`src/rtl/lsu_misalign_splitter_pkg.sv`:
```
// rtl/lsu_misalign_splitter_pkg.sv - shared widths, funct3 codes and FSM states for the LSU splitter
package lsu_misalign_splitter_pkg;

  localparam int XLEN = 32;
  localparam int ALEN = 32;

  localparam logic [2:0] F3_BYTE = 3'b000;
  localparam logic [2:0] F3_HALF = 3'b001;
  localparam logic [2:0] F3_WORD = 3'b010;
  localparam logic [2:0] F3_LBU  = 3'b100;
  localparam logic [2:0] F3_LHU  = 3'b101;

  typedef enum logic [1:0] {LSU_IDLE, LSU_LD_HI, LSU_ST_BYTE} lsu_state_t;

  // Byte accesses can never straddle a word, so only half/word sizes are checked.
  function automatic logic is_misaligned(input logic [2:0] f3, input logic [1:0] off);
    return ((f3 == F3_HALF || f3 == F3_LHU) && off[0]) || (f3 == F3_WORD && off != 2'b00);
  endfunction

endpackage

```
`src/rtl/lsu_misalign_splitter_if.sv`:
```
// rtl/lsu_misalign_splitter_if.sv - MEM-stage request/response bundle between pipeline and LSU
interface lsu_misalign_splitter_if;
  import lsu_misalign_splitter_pkg::*;

  logic            req_valid;
  logic            req_write;
  logic [2:0]      req_funct3;
  logic [ALEN-1:0] req_addr;
  logic [XLEN-1:0] req_wdata;
  logic            stall;
  logic            resp_valid;
  logic [XLEN-1:0] resp_rdata;

  modport master (
    output req_valid, req_write, req_funct3, req_addr, req_wdata,
    input  stall, resp_valid, resp_rdata
  );

  modport slave (
    input  req_valid, req_write, req_funct3, req_addr, req_wdata,
    output stall, resp_valid, resp_rdata
  );

endinterface

```
`src/rtl/lsu_load_align.sv`:
```
// rtl/lsu_load_align.sv - shifts a {hi,lo} word pair by the byte offset and sign/zero-extends the load
module lsu_load_align
  import lsu_misalign_splitter_pkg::*;
(
  input  logic [2*XLEN-1:0] data_i,
  input  logic [1:0]        offset_i,
  input  logic [2:0]        funct3_i,
  output logic [XLEN-1:0]   rdata_o
);

  logic [XLEN-1:0] shifted;

  assign shifted = XLEN'(data_i >> {offset_i, 3'b000});

  always_comb begin
    case (funct3_i)
      F3_BYTE: rdata_o = {{(XLEN-8){shifted[7]}}, shifted[7:0]};
      F3_LBU:  rdata_o = {{(XLEN-8){1'b0}}, shifted[7:0]};
      F3_HALF: rdata_o = {{(XLEN-16){shifted[15]}}, shifted[15:0]};
      F3_LHU:  rdata_o = {{(XLEN-16){1'b0}}, shifted[15:0]};
      default: rdata_o = shifted;
    endcase
  end

endmodule

```
`src/rtl/lsu_misalign_splitter.sv`:
```
// rtl/lsu_misalign_splitter.sv - splits misaligned loads/stores into aligned DataMemory accesses (LSU_MISALIGN_TRAP_EN: trap instead)
module lsu_misalign_splitter
  import lsu_misalign_splitter_pkg::*;
#(
  parameter logic [ALEN-1:0] MMIO_BASE = 32'h8000_0000
) (
  input  logic                  clk,
  input  logic                  rst_n,
  lsu_misalign_splitter_if.slave pipe_if,
  output logic                  mem_write_o,
  output logic [2:0]            mem_funct3_o,
  output logic [ALEN-1:0]       mem_addr_o,
  output logic [XLEN-1:0]       mem_wdata_o,
  input  logic [XLEN-1:0]       mem_rdata_i
`ifdef LSU_MISALIGN_TRAP_EN
  ,
  output logic                  misalign_trap_o
`endif
);

  lsu_state_t      state_q, state_d;
  logic [1:0]      cnt_q, cnt_d;
  logic [XLEN-1:0] lo_q, lo_d;
  logic [ALEN-1:0] addr_q, addr_d;
  logic [2:0]      f3_q, f3_d;
  logic [XLEN-1:0] wdata_q, wdata_d;
  logic            write_q, write_d;

  logic            split_req;
  logic            last_byte;
  logic [ALEN-1:0] word_base;
  logic [2*XLEN-1:0] al_data;
  logic [1:0]      al_off;
  logic [2:0]      al_f3;

  // MMIO space is passed through unsplit: device registers must not see byte-wise replays.
  assign split_req = pipe_if.req_valid && (pipe_if.req_addr < MMIO_BASE)
                     && is_misaligned(pipe_if.req_funct3, pipe_if.req_addr[1:0]);
  assign word_base = {addr_q[ALEN-1:2], 2'b00};
  assign last_byte = (f3_q == F3_WORD) ? (cnt_q == 2'd3) : (cnt_q == 2'd1);

  lsu_load_align u_align (
    .data_i   (al_data),
    .offset_i (al_off),
    .funct3_i (al_f3),
    .rdata_o  (pipe_if.resp_rdata)
  );

  always_ff @(posedge clk or negedge rst_n) begin
    if (!rst_n) begin
      state_q <= LSU_IDLE;
      cnt_q   <= 2'd0;
      lo_q    <= '0;
      addr_q  <= '0;
      f3_q    <= F3_BYTE;
      wdata_q <= '0;
      write_q <= 1'b0;
    end else begin
      state_q <= state_d;
      cnt_q   <= cnt_d;
      lo_q    <= lo_d;
      addr_q  <= addr_d;
      f3_q    <= f3_d;
      wdata_q <= wdata_d;
      write_q <= write_d;
    end
  end

  always_comb begin
    state_d            = state_q;
    cnt_d              = cnt_q;
    lo_d               = lo_q;
    addr_d             = addr_q;
    f3_d               = f3_q;
    wdata_d            = wdata_q;
    write_d            = write_q;
    mem_write_o        = pipe_if.req_valid & pipe_if.req_write;
    mem_funct3_o       = pipe_if.req_funct3;
    mem_addr_o         = pipe_if.req_addr;
    mem_wdata_o        = pipe_if.req_wdata;
    pipe_if.stall      = 1'b0;
    pipe_if.resp_valid = pipe_if.req_valid;
    al_data            = {{XLEN{1'b0}}, mem_rdata_i};
    al_off             = 2'b00;
    al_f3              = F3_WORD;
`ifdef LSU_MISALIGN_TRAP_EN
    misalign_trap_o    = 1'b0;
`endif

    case (state_q)
      LSU_IDLE: begin
        if (split_req) begin
`ifdef LSU_MISALIGN_TRAP_EN
          misalign_trap_o    = 1'b1;
          mem_write_o        = 1'b0;
          pipe_if.resp_valid = 1'b0;
`else
          addr_d             = pipe_if.req_addr;
          f3_d               = pipe_if.req_funct3;
          wdata_d            = pipe_if.req_wdata;
          write_d            = pipe_if.req_write;
          pipe_if.stall      = 1'b1;
          pipe_if.resp_valid = 1'b0;
          if (pipe_if.req_write) begin
            mem_funct3_o = F3_BYTE;
            mem_write_o  = 1'b1;
            cnt_d        = 2'd1;
            state_d      = LSU_ST_BYTE;
          end else begin
            mem_addr_o   = {pipe_if.req_addr[ALEN-1:2], 2'b00};
            mem_funct3_o = F3_WORD;
            mem_write_o  = 1'b0;
            lo_d         = mem_rdata_i;
            state_d      = LSU_LD_HI;
          end
`endif
        end
      end
      LSU_LD_HI: begin
        mem_addr_o         = word_base + ALEN'(4);
        mem_funct3_o       = F3_WORD;
        mem_write_o        = write_q;
        mem_wdata_o        = wdata_q;
        pipe_if.resp_valid = 1'b1;
        al_data            = {mem_rdata_i, lo_q};
        al_off             = addr_q[1:0];
        al_f3              = f3_q;
        state_d            = LSU_IDLE;
      end
      LSU_ST_BYTE: begin
        // Latched copies drive the bus so a dropped req_valid cannot abort a half-written store.
        mem_addr_o         = addr_q + ALEN'(cnt_q);
        mem_funct3_o       = F3_BYTE;
        mem_wdata_o        = wdata_q >> {cnt_q, 3'b000};
        mem_write_o        = write_q;
        pipe_if.stall      = ~last_byte;
        pipe_if.resp_valid = last_byte;
        if (last_byte) begin
          state_d = LSU_IDLE;
          cnt_d   = 2'd0;
        end else begin
          cnt_d   = cnt_q + 2'd1;
        end
      end
      default: state_d = LSU_IDLE;
    endcase

    if (!rst_n) begin
      pipe_if.stall      = 1'b0;
      pipe_if.resp_valid = 1'b0;
      mem_write_o        = 1'b0;
`ifdef LSU_MISALIGN_TRAP_EN
      misalign_trap_o    = 1'b0;
`endif
    end
  end

endmodule

```
`src/flat_wrapper.sv`:
```
// flat-port wrapper written by rule: the top's interface ports become plain ports
module lsu_misalign_splitter_flat import lsu_misalign_splitter_pkg::*;
#(
  parameter logic [ALEN-1:0] MMIO_BASE = 32'h8000_0000
)
  (clk, rst_n, mem_write_o, mem_funct3_o, mem_addr_o, mem_wdata_o, mem_rdata_i, pipe_if_req_valid, pipe_if_req_write, pipe_if_req_funct3, pipe_if_req_addr, pipe_if_req_wdata, pipe_if_stall, pipe_if_resp_valid, pipe_if_resp_rdata);
  lsu_misalign_splitter_if pipe_if_i ();
  input  logic clk;
  input  logic rst_n;
  output logic mem_write_o;
  output logic [2:0] mem_funct3_o;
  output logic [ALEN-1:0] mem_addr_o;
  output logic [XLEN-1:0] mem_wdata_o;
  input  logic [XLEN-1:0] mem_rdata_i;
  input wire logic [$bits(pipe_if_i.req_valid)-1:0] pipe_if_req_valid;
  input wire logic [$bits(pipe_if_i.req_write)-1:0] pipe_if_req_write;
  input wire logic [$bits(pipe_if_i.req_funct3)-1:0] pipe_if_req_funct3;
  input wire logic [$bits(pipe_if_i.req_addr)-1:0] pipe_if_req_addr;
  input wire logic [$bits(pipe_if_i.req_wdata)-1:0] pipe_if_req_wdata;
  output wire logic [$bits(pipe_if_i.stall)-1:0] pipe_if_stall;
  output wire logic [$bits(pipe_if_i.resp_valid)-1:0] pipe_if_resp_valid;
  output wire logic [$bits(pipe_if_i.resp_rdata)-1:0] pipe_if_resp_rdata;
  assign pipe_if_i.req_valid = pipe_if_req_valid;
  assign pipe_if_i.req_write = pipe_if_req_write;
  assign pipe_if_i.req_funct3 = pipe_if_req_funct3;
  assign pipe_if_i.req_addr = pipe_if_req_addr;
  assign pipe_if_i.req_wdata = pipe_if_req_wdata;
  assign pipe_if_stall = pipe_if_i.stall;
  assign pipe_if_resp_valid = pipe_if_i.resp_valid;
  assign pipe_if_resp_rdata = pipe_if_i.resp_rdata;
  lsu_misalign_splitter #(.MMIO_BASE(MMIO_BASE)) u_core (.clk(clk), .rst_n(rst_n), .pipe_if(pipe_if_i), .mem_write_o(mem_write_o), .mem_funct3_o(mem_funct3_o), .mem_addr_o(mem_addr_o), .mem_wdata_o(mem_wdata_o), .mem_rdata_i(mem_rdata_i));
endmodule
```
`config.mk`:
```
export PLATFORM = sky130hd
export DESIGN_NAME = lsu_misalign_splitter_flat
export DESIGN_NICKNAME = d
export VERILOG_FILES = /design/src/rtl/lsu_misalign_splitter_pkg.sv /design/src/rtl/lsu_misalign_splitter_if.sv /design/src/rtl/lsu_load_align.sv /design/src/rtl/lsu_misalign_splitter.sv /design/src/flat_wrapper.sv
export SDC_FILE = /design/constraint.sdc
export NUM_CORES = 1
export LEC_CHECK = 0
export BUFFER_PORTS_ARGS = -buffer_cell sky130_fd_sc_hd__buf_2
export CORE_MARGIN = 2
export CORE_UTILIZATION = 45
export DETAILED_ROUTE_END_ITERATION = 8
export MAX_ROUTING_LAYER = met4
export PLACE_DENSITY_LB_ADDON = 0.3
export SYNTH_ARGS = -nofsm -noshare
export SYNTH_HDL_FRONTEND = slang
export SYNTH_HIERARCHICAL = 1
export SYNTH_SLANG_ARGS = --single-unit
```
`constraint.sdc`:
```
create_clock -name clk -period 7.3 [get_ports clk]
set_input_delay 0.73 -clock clk [delete_from_list [all_inputs] [get_ports clk]]
set_output_delay 0.73 -clock clk [all_outputs]
set_load 0.02 [all_outputs]
```
==> impl_metrics.csv, run 1 <==
group,metric,value,unit
status,outcome,"finished clean",
die,initial_core_util,45.5,%
power_and_ir_drop,p_leak,0.00431,uW
place,port_buffers,204,
power_and_ir_drop,ir_worst_vdd,252,uV
timing,setup_viol,0,
timing,maxSlewViolCount,0,
setup_path,cp.required,6.57,ns
setup_path,slowest_delay,0.59,ns
power_and_ir_drop,p_sw,2220,uW
finish,nets,1222,
power_and_ir_drop,powerDensity,456,mW/mm^2
global_routing,grtUsageTotal,25.8,%
global_routing,grt_overflow,0,
power_and_ir_drop,power.share.clock,10.9,%
drt,drtIter0Drc,621,
finish,syn2layout_area_growth,17.0,%
global_routing,grt_pass1_wl,39300,microns
drt,wl_per_cell,17.9,microns
global_routing,first_global_vias,7543,
setup_path,cp_slowest_cell,"buf_4",
clock_network,worstSkewPairLatency,0.35,ns
setup_path,cp_max_fo,55,
clock_network,root_buffer,"clkbuf_16",
setup_path,crit_type,"flip-flop to output pin",
setup_path,startpoint_type,"flip-flop",
place,dp_hpwl,16800,microns
finish,postLayoutCoreUtil,53.3,%
finish,drive_above_1_share,32.1,%
flow_run,maxCapViolCount,0,
finish,fillers,1709,
setup_path,crit_chain,"inv_1, ha_2, buf_4, and2_1, mux4_2, mux2i_4, o21ai_0, buf_2",
clock_network,clock-sinks,104,
die,core-area,0.0178,sq mm
drt,drc,0,
timing,slew_headroom,31.1,%
power_and_ir_drop,intPower,2100,uW
power_and_ir_drop,seq_power_share,26.7,%
yosys,synth_warnings,6,
setup_path,worst-path-buf-inv,3,
timing,fin_crit,4.46,ns
timing,hold_violations,0,
timing,timing.final.crit_share,61.1,%
setup_path,r2r_start,"u_core/state_q[1]",
power_and_ir_drop,swShare,51.3,%
clock_network,clock_path_buffers,2,
clock_network,cts-buffers-inserted,9,
die,die_area,0.0191,sq mm
yosys,syn_avg_cell_area,8.39,sq um
timing,fin_setup_tns,0,ns
timing,clock.fmax,224,MHz
timing,worst_pin_slew,1.03,ns
worst_hold_path,min_path_type,"input pin to async pin",
timing,rsz0062_at_grt,"false",
die,fp.dieW,138,microns
clock_network,holdBufCountCts,0,
timing,fin_skew,0.00610,ns
yosys,synth_fp_nets,1075,
drt,routed_wl,24100,microns
drt,vias_per_cell,5.83,
setup_path,worstPathArrival,3.73,ns
clock_network,htreeDepth,3,
setup_path,crit_family,"multiplexers",
die,rows,49,
drt,ant_nets,0,
place,place_congestion,0.895,
clock_network,cts_setup_buffers,0,
setup_path,critPathLaunch,"u_core/state_q[1]",
drt,dr.pass1.iters,5,
die,io_pins,205,
yosys,syn_inst,964,
die,die-height,138,microns
yosys,synth_area,0.00809,sq mm
drt,num_vias,7854,
clock_network,ctsResizeCount,0,
setup_path,crit_path_end_kind,"output pin",
clock_network,tritoncts,"done",
global_routing,grt_max_degree,74,
global_routing,antenna_found_initial,3,
power_and_ir_drop,pwr-share-comb,62.4,%
clock_network,clkSlewWorstSetupHoldPaths,0.07,ns
## final cells by class
class | count | area, sq um | share of cell area (%)
diodes | 3 | 7.51 | 0.0793
clock buffers | 9 | 225 | 2.38
clock inverters | 7 | 52.6 | 0.555
inverters | 20 | 75.1 | 0.793
multi-input cells | 760 | 5110 | 53.9
flip-flops and latches | 104 | 2600 | 27.5
well taps | 229 | 287 | 3.03
repair buffers | 216 | 1110 | 11.8
## cell usage in the layout, fill, tap and decap left out, types with 6 or more instances in the layout
cell type    n
nand3_1     20
a31oi_1      6
clkbuf_16    9
a22o_1       6
mux2_2      73
buf_2      203
a22oi_1     26
inv_1       19
dfrtp_1    104
nand4_1     11
nand2_1    251
or2_2        6
o41ai_1      7
a21oi_1     66
o21ai_1      9
nor2_1      59
and2_1      33
nor2b_1      6
mux4_2      31
buf_4       13
o21ai_0     49
## registers in the layout, indices dropped and copies added (netlist names)
name	flops
u_core/lo_q	32
u_core/write_q	1
u_core/f3_q	3
u_core/state_q	2
u_core/wdata_q	32
u_core/cnt_q	2
u_core/addr_q	32
## per-layer routing
metal | vias to the layer above | global-route usage, % | share of wire, %
li1 | 3751 | - | -
met5 | - | - | 0
met3 | 38 | 5.16 | 6.9
met2 | 314 | 39.2 | 46
met4 | 0 | 8.75 | 2.5
met1 | 3751 | 34.8 | 44
## final timing paths
kind | to | slack, ns | cells past startpoint
setup / recovery | pipe_if_resp_rdata[19] | 2.84 | 8
setup reg to reg | u_core/state_q[1] | 3.80 | 7
hold reg to reg | u_core/wdata_q[0] | 0.48 | 2
min in group clk | u_core/wdata_q[0] | 0.48 | 2
hold / removal | u_core/addr_q[18] | 0.32 | 1
max in group asynchronous | u_core/lo_q[31] | 5.58 | 2
## per-stage QoR
step	total power [uW]	cell area (sq um)	setup slack, ns	cells	hold WS, ns
2_1_floorplan	3040	8090	3.74	964	0.434
3_3_place_gp	3790	9180	3.36	1329	0.459
3_5_place_dp	3830	9180	3.25	1329	0.463
4_1_cts	4320	9460	2.85	1345	0.328
5_1_grt	4650	9470	2.55	1348	0.336
6_report	4320	9470	2.84	1348	0.320
## power by group through the flow
stage / registers [uW] / logic (uW) / clock network [uW]
global route: 1200 / 2940 / 511
finish: 1150 / 2700 / 471
floorplan: 1040 / 2000 / 0
detailed placement: 1150 / 2680 / 0
global placement: 1140 / 2650 / 0
CTS: 1140 / 2690 / 486
(Power assumes the default switching activity.)
==> run 2, diff against run 1 <==
==> constraint.sdc (replaced) <==
create_clock -name clk -period 3.9 [get_ports clk]
set_input_delay 0.39 -clock clk [delete_from_list [all_inputs] [get_ports clk]]
set_output_delay 0.39 -clock clk [all_outputs]
set_load 0.02 [all_outputs]
==> impl_metrics.csv, run 2 (synthesis gave the netlist of run 1 again) <==
group,metric,value,unit
power_and_ir_drop,ir_worst_vdd,560,uV
clock_network,worstSkewPairLatency,0.35,ns
drt,vias_per_cell,5.82,
setup_path,worstPathArrival,3.18,ns
timing,rsz0062_at_grt,"false",
timing,maxSlewViolCount,0,
finish,nets,1236,
clock_network,clkSlewWorstSetupHoldPaths,0.08,ns
setup_path,worst-path-buf-inv,3,
setup_path,crit_family,"multiplexers",
die,die_area,0.0191,sq mm
timing,hold_violations,0,
die,fp.dieW,138,microns
drt,met3_length,1610,microns
die,io_pins,205,
setup_path,r2r_setup_slack,1.31,ns
global_routing,grt_overflow,0,
finish,reg_top3,"u_core/addr_q: 32 flops, u_core/lo_q: 32 flops, u_core/wdata_q: 32 flops",
setup_path,startpoint_type,"flip-flop",
worst_hold_path,hold_depth,3,
power_and_ir_drop,powerDensity,859,mW/mm^2
clock_network,htreeDepth,3,
drt,wl_per_cell,17.7,microns
global_routing,antenna_found_initial,2,
clock_network,holdBufCountCts,1,
drt,ant_nets,0,
setup_path,cp_max_fo,24,
status,outcome,"finished clean",
timing,worst_pin_slew,0.761,ns
timing,fin_crit,3.57,ns
drt,highest_layer,"met4",
timing,slew_headroom,49.2,%
drt,drc,0,
clock_network,clock-sinks,104,
setup_path,rr_endpoint,"u_core/state_q[1]",
drt,num_vias,7911,
clock_network,root_buffer,"clkbuf_16",
place,place_congestion,0.897,
die,rows,49,
power_and_ir_drop,p_leak,0.00439,uW
drt,routed_wl,24100,microns
drt,wl_met2,11000,microns
setup_path,reg2regPathDepth,7,
drt,drtIter0Drc,643,
worst_hold_path,hold-path-endpoint,"u_core/addr_q[13]",
timing,hold_slack,0.236,ns
die,initial_core_util,45.5,%
place,dp_hpwl,17300,microns
die,core-area,0.0178,sq mm
setup_path,cp.required,3.51,ns
timing,timing.final.crit_share,91.5,%
clock_network,tritoncts,"done",
clock_network,clock_path_buffers,2,
finish,drive_above_1_share,32.7,%
drt,m1WireLength,10800,microns
worst_hold_path,min_path_type,"input pin to flip-flop",
global_routing,grt_pass1_wl,39000,microns
clock_network,ctsResizeCount,0,
flow_run,maxCapViolCount,0,
clock_network,cts-buffers-inserted,9,
setup_path,slowest_delay,0.49,ns
timing,fin_skew,0.00969,ns
finish,syn2layout_area_growth,19.0,%
timing,fin_setup_tns,0,ns
place,port_buffers,204,
global_routing,first_global_vias,7397,
setup_path,cp_slowest_cell,"mux4_2",
setup_path,crit_chain,"inv_1, ha_2, buf_4, mux2_2, mux4_2, mux2i_4, o21ai_0, buf_2",
finish,final_cell_mix,"nand2_1, buf_2, dfrtp_1",
global_routing,grtUsageTotal,25.5,%
timing,setup_viol,0,
setup_path,crit_type,"flip-flop to output pin",
finish,final_common_cell,"nand2_1",
die,die-height,138,microns
worst_hold_path,min-delay-start,"pipe_if_req_addr[13]",
setup_path,crit_path_end_kind,"output pin",
setup_path,r2r_start,"u_core/state_q[0]",
drt,dr.pass1.iters,5,
timing,clock.fmax,280,MHz
global_routing,grt_max_degree,56,
clock_network,cts_setup_buffers,0,
==> run 2: cell count changes in the layout (fill, tap and decap cells not counted) <==
cell           previous run  this run
inv_8                     1         0
clkbuf_8                  0         1
bufinv_16                 0         2
dlygate4sd3_1             0         1
buf_4                    13        25
clkinv_2                  3         0
inv_6                     3         2
diode_2                   3         2
buf_12                    0         1
==> run 2: area by class of cell <==
class                   instances  area (sq um)
flip-flops and latches        104          2600
multi-input cells             760          5110
clock inverters                 4          77.6
well taps                     229           287
clock buffers                  10           239
repair buffers                230          1230
inverters                      20          75.1
fillers                      1718          8150
diodes                          2          5.00
==> run 2: metrics by stage <==
stage	setup slack [ns]	cells	power, uW	util [%]	cell area [sq um]
finish	0.332	1359	8270	54.1	9630
global placement	0.822	1342	7170	52.3	9290
floorplan	0.679	964	5690	-	8090
detailed placement	0.694	1342	7250	52.3	9290
CTS	0.307	1357	8280	54.1	9620
global route	0.113	1359	8880	54.1	9630
==> run 2: how the worst max path moves through the flow <==
stage / startpoint / endpoint / slack (ns) / depth (start not counted)
4_1_cts: u_core/state_q[1] / pipe_if_resp_rdata[28] / 0.31 / 8
2_1_floorplan: u_core/state_q[1] / pipe_if_resp_rdata[16] / 0.68 / 10
6_report: u_core/state_q[1] / pipe_if_resp_rdata[28] / 0.33 / 8
3_5_place_dp: u_core/state_q[1] / pipe_if_resp_rdata[28] / 0.69 / 8
3_3_place_gp: u_core/state_q[1] / pipe_if_resp_rdata[19] / 0.82 / 8
5_1_grt: u_core/state_q[1] / pipe_if_resp_rdata[28] / 0.11 / 8
==> run 2: where the power goes <==
part	switching (uW)	total (uW)	internal (uW)
combinational	3160	5140	1980
clock	416	994	578
sequential	552	2130	1580
total	4130	8270	4140
==> run 2: metal layers <==
metal  vias to the layer above  global-route usage [%]
li1                       3769                       -
met1                      3761                    35.6
met4                         0                    8.43
met5                         -                       -
met2                       337                    38.2
met3                        44                    3.91
==> run 2: worst register-to-register path, cell delays in order (launching register included) <==
cell and delay [ns]:
dfrtp_1 0.40, inv_1 0.09, ha_2 0.26, o2111ai_4 0.13
buf_4 0.31, clkinv_1 0.58, buf_4 0.44, a32o_1 0.27
==> run 3, diff against run 2 <==
--- a/config.mk
+++ b/config.mk
@@ -6,10 +6,10 @@
 export NUM_CORES = 1
 export LEC_CHECK = 0
 export BUFFER_PORTS_ARGS = -buffer_cell sky130_fd_sc_hd__buf_2
+export CAP_MARGIN = 20
 export CORE_MARGIN = 2
 export CORE_UTILIZATION = 45
 export DETAILED_ROUTE_END_ITERATION = 8
-export MAX_ROUTING_LAYER = met4
 export PLACE_DENSITY_LB_ADDON = 0.3
 export SYNTH_ARGS = -nofsm -noshare
 export SYNTH_HDL_FRONTEND = slang
==> impl_metrics.csv, run 3 (synthesis gave the netlist of run 1 again) <==
group,metric,value,unit
timing,fin_setup_tns,0,ns
timing,maxSlewViolCount,0,
timing,slew_headroom,49.5,%
setup_path,r2r_setup_slack,1.35,ns
timing,timing.final.crit_share,91.6,%
drt,wl_per_cell,17.7,microns
finish,drive_above_1_share,32.7,%
timing,clock.fmax,280,MHz
global_routing,grt_overflow,0,
setup_path,slowest_delay,0.49,ns
place,dpl_cell_area,0.00929,sq mm
global_routing,antenna_found_initial,2,
setup_path,reg2regPathDepth,7,
finish,syn2layout_area_growth,19.0,%
worst_hold_path,hold-path-endpoint,"u_core/addr_q[13]",
clock_network,clkSlewWorstSetupHoldPaths,0.08,ns
die,die-height,138,microns
timing,hold_violations,0,
finish,fillers,1718,
clock_network,clock-sinks,104,
global_routing,grt_pass1_wl,39000,microns
timing,rsz0062_at_grt,"false",
place,port_buffers,204,
die,fp.dieW,138,microns
setup_path,cp.required,3.51,ns
drt,routed_wl,24000,microns
worst_hold_path,hold_depth,3,
flow_run,maxCapViolCount,0,
worst_hold_path,min_path_type,"input pin to flip-flop",
setup_path,crit_chain,"inv_1, ha_2, buf_4, mux2_2, mux4_2, mux2i_4, o21ai_0, buf_2",
clock_network,root_buffer,"clkbuf_16",
drt,vias_per_cell,5.83,
place,place_congestion,0.883,
drt,drtIter0Drc,692,
clock_network,cts_setup_buffers,0,
finish,multi_input_area,0.00511,sq mm
setup_path,cp_max_fo,24,
power_and_ir_drop,p_leak,0.00439,uW
global_routing,grtUsageTotal,24.7,%
clock_network,worstSkewPairLatency,0.35,ns
clock_network,cts-buffers-inserted,9,
die,core-area,0.0178,sq mm
finish,reg_top3,"u_core/addr_q: 32 flops, u_core/lo_q: 32 flops, u_core/wdata_q: 32 flops",
timing,layout_setup_ws,0.328,ns
finish,postLayoutCoreUtil,54.1,%
setup_path,worstPathArrival,3.18,ns
timing,setup_viol,0,
drt,drc,0,
timing,fin_crit,3.57,ns
status,outcome,"finished clean",
place,post-place-ws,0.694,ns
place,dp_hpwl,17300,microns
setup_path,startpoint_type,"flip-flop",
setup_path,rr_endpoint,"u_core/state_q[1]",
setup_path,crit_type,"flip-flop to output pin",
drt,dr.pass1.iters,5,
clock_network,ctsResizeCount,0,
setup_path,crit_path_end_kind,"output pin",
worst_hold_path,min-delay-start,"pipe_if_req_addr[13]",
finish,fin_area,0.00963,sq mm
finish,nets,1236,
power_and_ir_drop,powerDensity,859,mW/mm^2
drt,num_vias,7918,
timing,fin_skew,0.0113,ns
timing,hold_slack,0.236,ns
finish,final_common_cell,"nand2_1",
die,io_pins,205,
global_routing,grt_max_degree,56,
setup_path,r2r_start,"u_core/state_q[0]",
finish,regArea,0.00260,sq mm
clock_network,clock_path_buffers,2,
die,die_area,0.0191,sq mm
clock_network,htreeDepth,3,
die,initial_core_util,45.5,%
die,rows,49,
clock_network,tritoncts,"done",
drt,ant_nets,0,
global_routing,first_global_vias,7389,
setup_path,cp_slowest_cell,"mux4_2",
power_and_ir_drop,ir_worst_vdd,558,uV
timing,worst_pin_slew,0.755,ns
finish,final_cell_mix,"nand2_1, buf_2, dfrtp_1",
clock_network,holdBufCountCts,1,
run 3: worst max-delay path by stage:
stage	start	endpoint	slack (ns)
6_report	u_core/state_q[1]	pipe_if_resp_rdata[28]	0.33
5_1_grt	u_core/state_q[1]	pipe_if_resp_rdata[28]	0.11
4_1_cts	u_core/state_q[1]	pipe_if_resp_rdata[28]	0.31
3_5_place_dp	u_core/state_q[1]	pipe_if_resp_rdata[28]	0.69
3_3_place_gp	u_core/state_q[1]	pipe_if_resp_rdata[19]	0.82
2_1_floorplan	u_core/state_q[1]	pipe_if_resp_rdata[16]	0.68
run 3: layout make-up:
type | instances | area share (%)
flip-flops and latches | 104 | 27.0
repair buffers | 230 | 12.8
diodes | 2 | 0.0520
multi-input cells | 760 | 53.0
well taps | 229 | 2.98
clock buffers | 10 | 2.48
clock inverters | 4 | 0.806
inverters | 20 | 0.780
run 3: per-stage QoR:
stage,instances,total power (uW)
after floorplan,964,5690
after global placement,1342,7170
after detailed placement,1342,7250
after CTS,1357,8280
after global routing,1358,8880
final,1359,8260
run 3: critical path: cells and delay by family (launching register included):
kind                       cells  cell delay [ns]
adders and majority gates      1             0.36
DFF                            1             0.41
AOI/OAI and AO/OA              1             0.15
buffers and inverters          3             0.59
muxes                          3             1.31
run 3: power breakdown:
part	internal, uW	switching, uW	leakage (uW)	total, uW
Clock	578	412	0.000155	991
Combinational	1980	3160	0.00292	5140
Sequential	1580	551	0.00131	2130
Total	4140	4130	0.00439	8260
run 3: layer usage:
layer / vias to the layer above / global-route usage (%) / share of wire [%]
met4: 0 / 8.43 / 2.5
met2: 348 / 38.1 / 45
li1: 3763 / - / -
met1: 3765 / 35.3 / 45
met5: - / 0 / 0
met3: 42 / 4.05 / 7.0
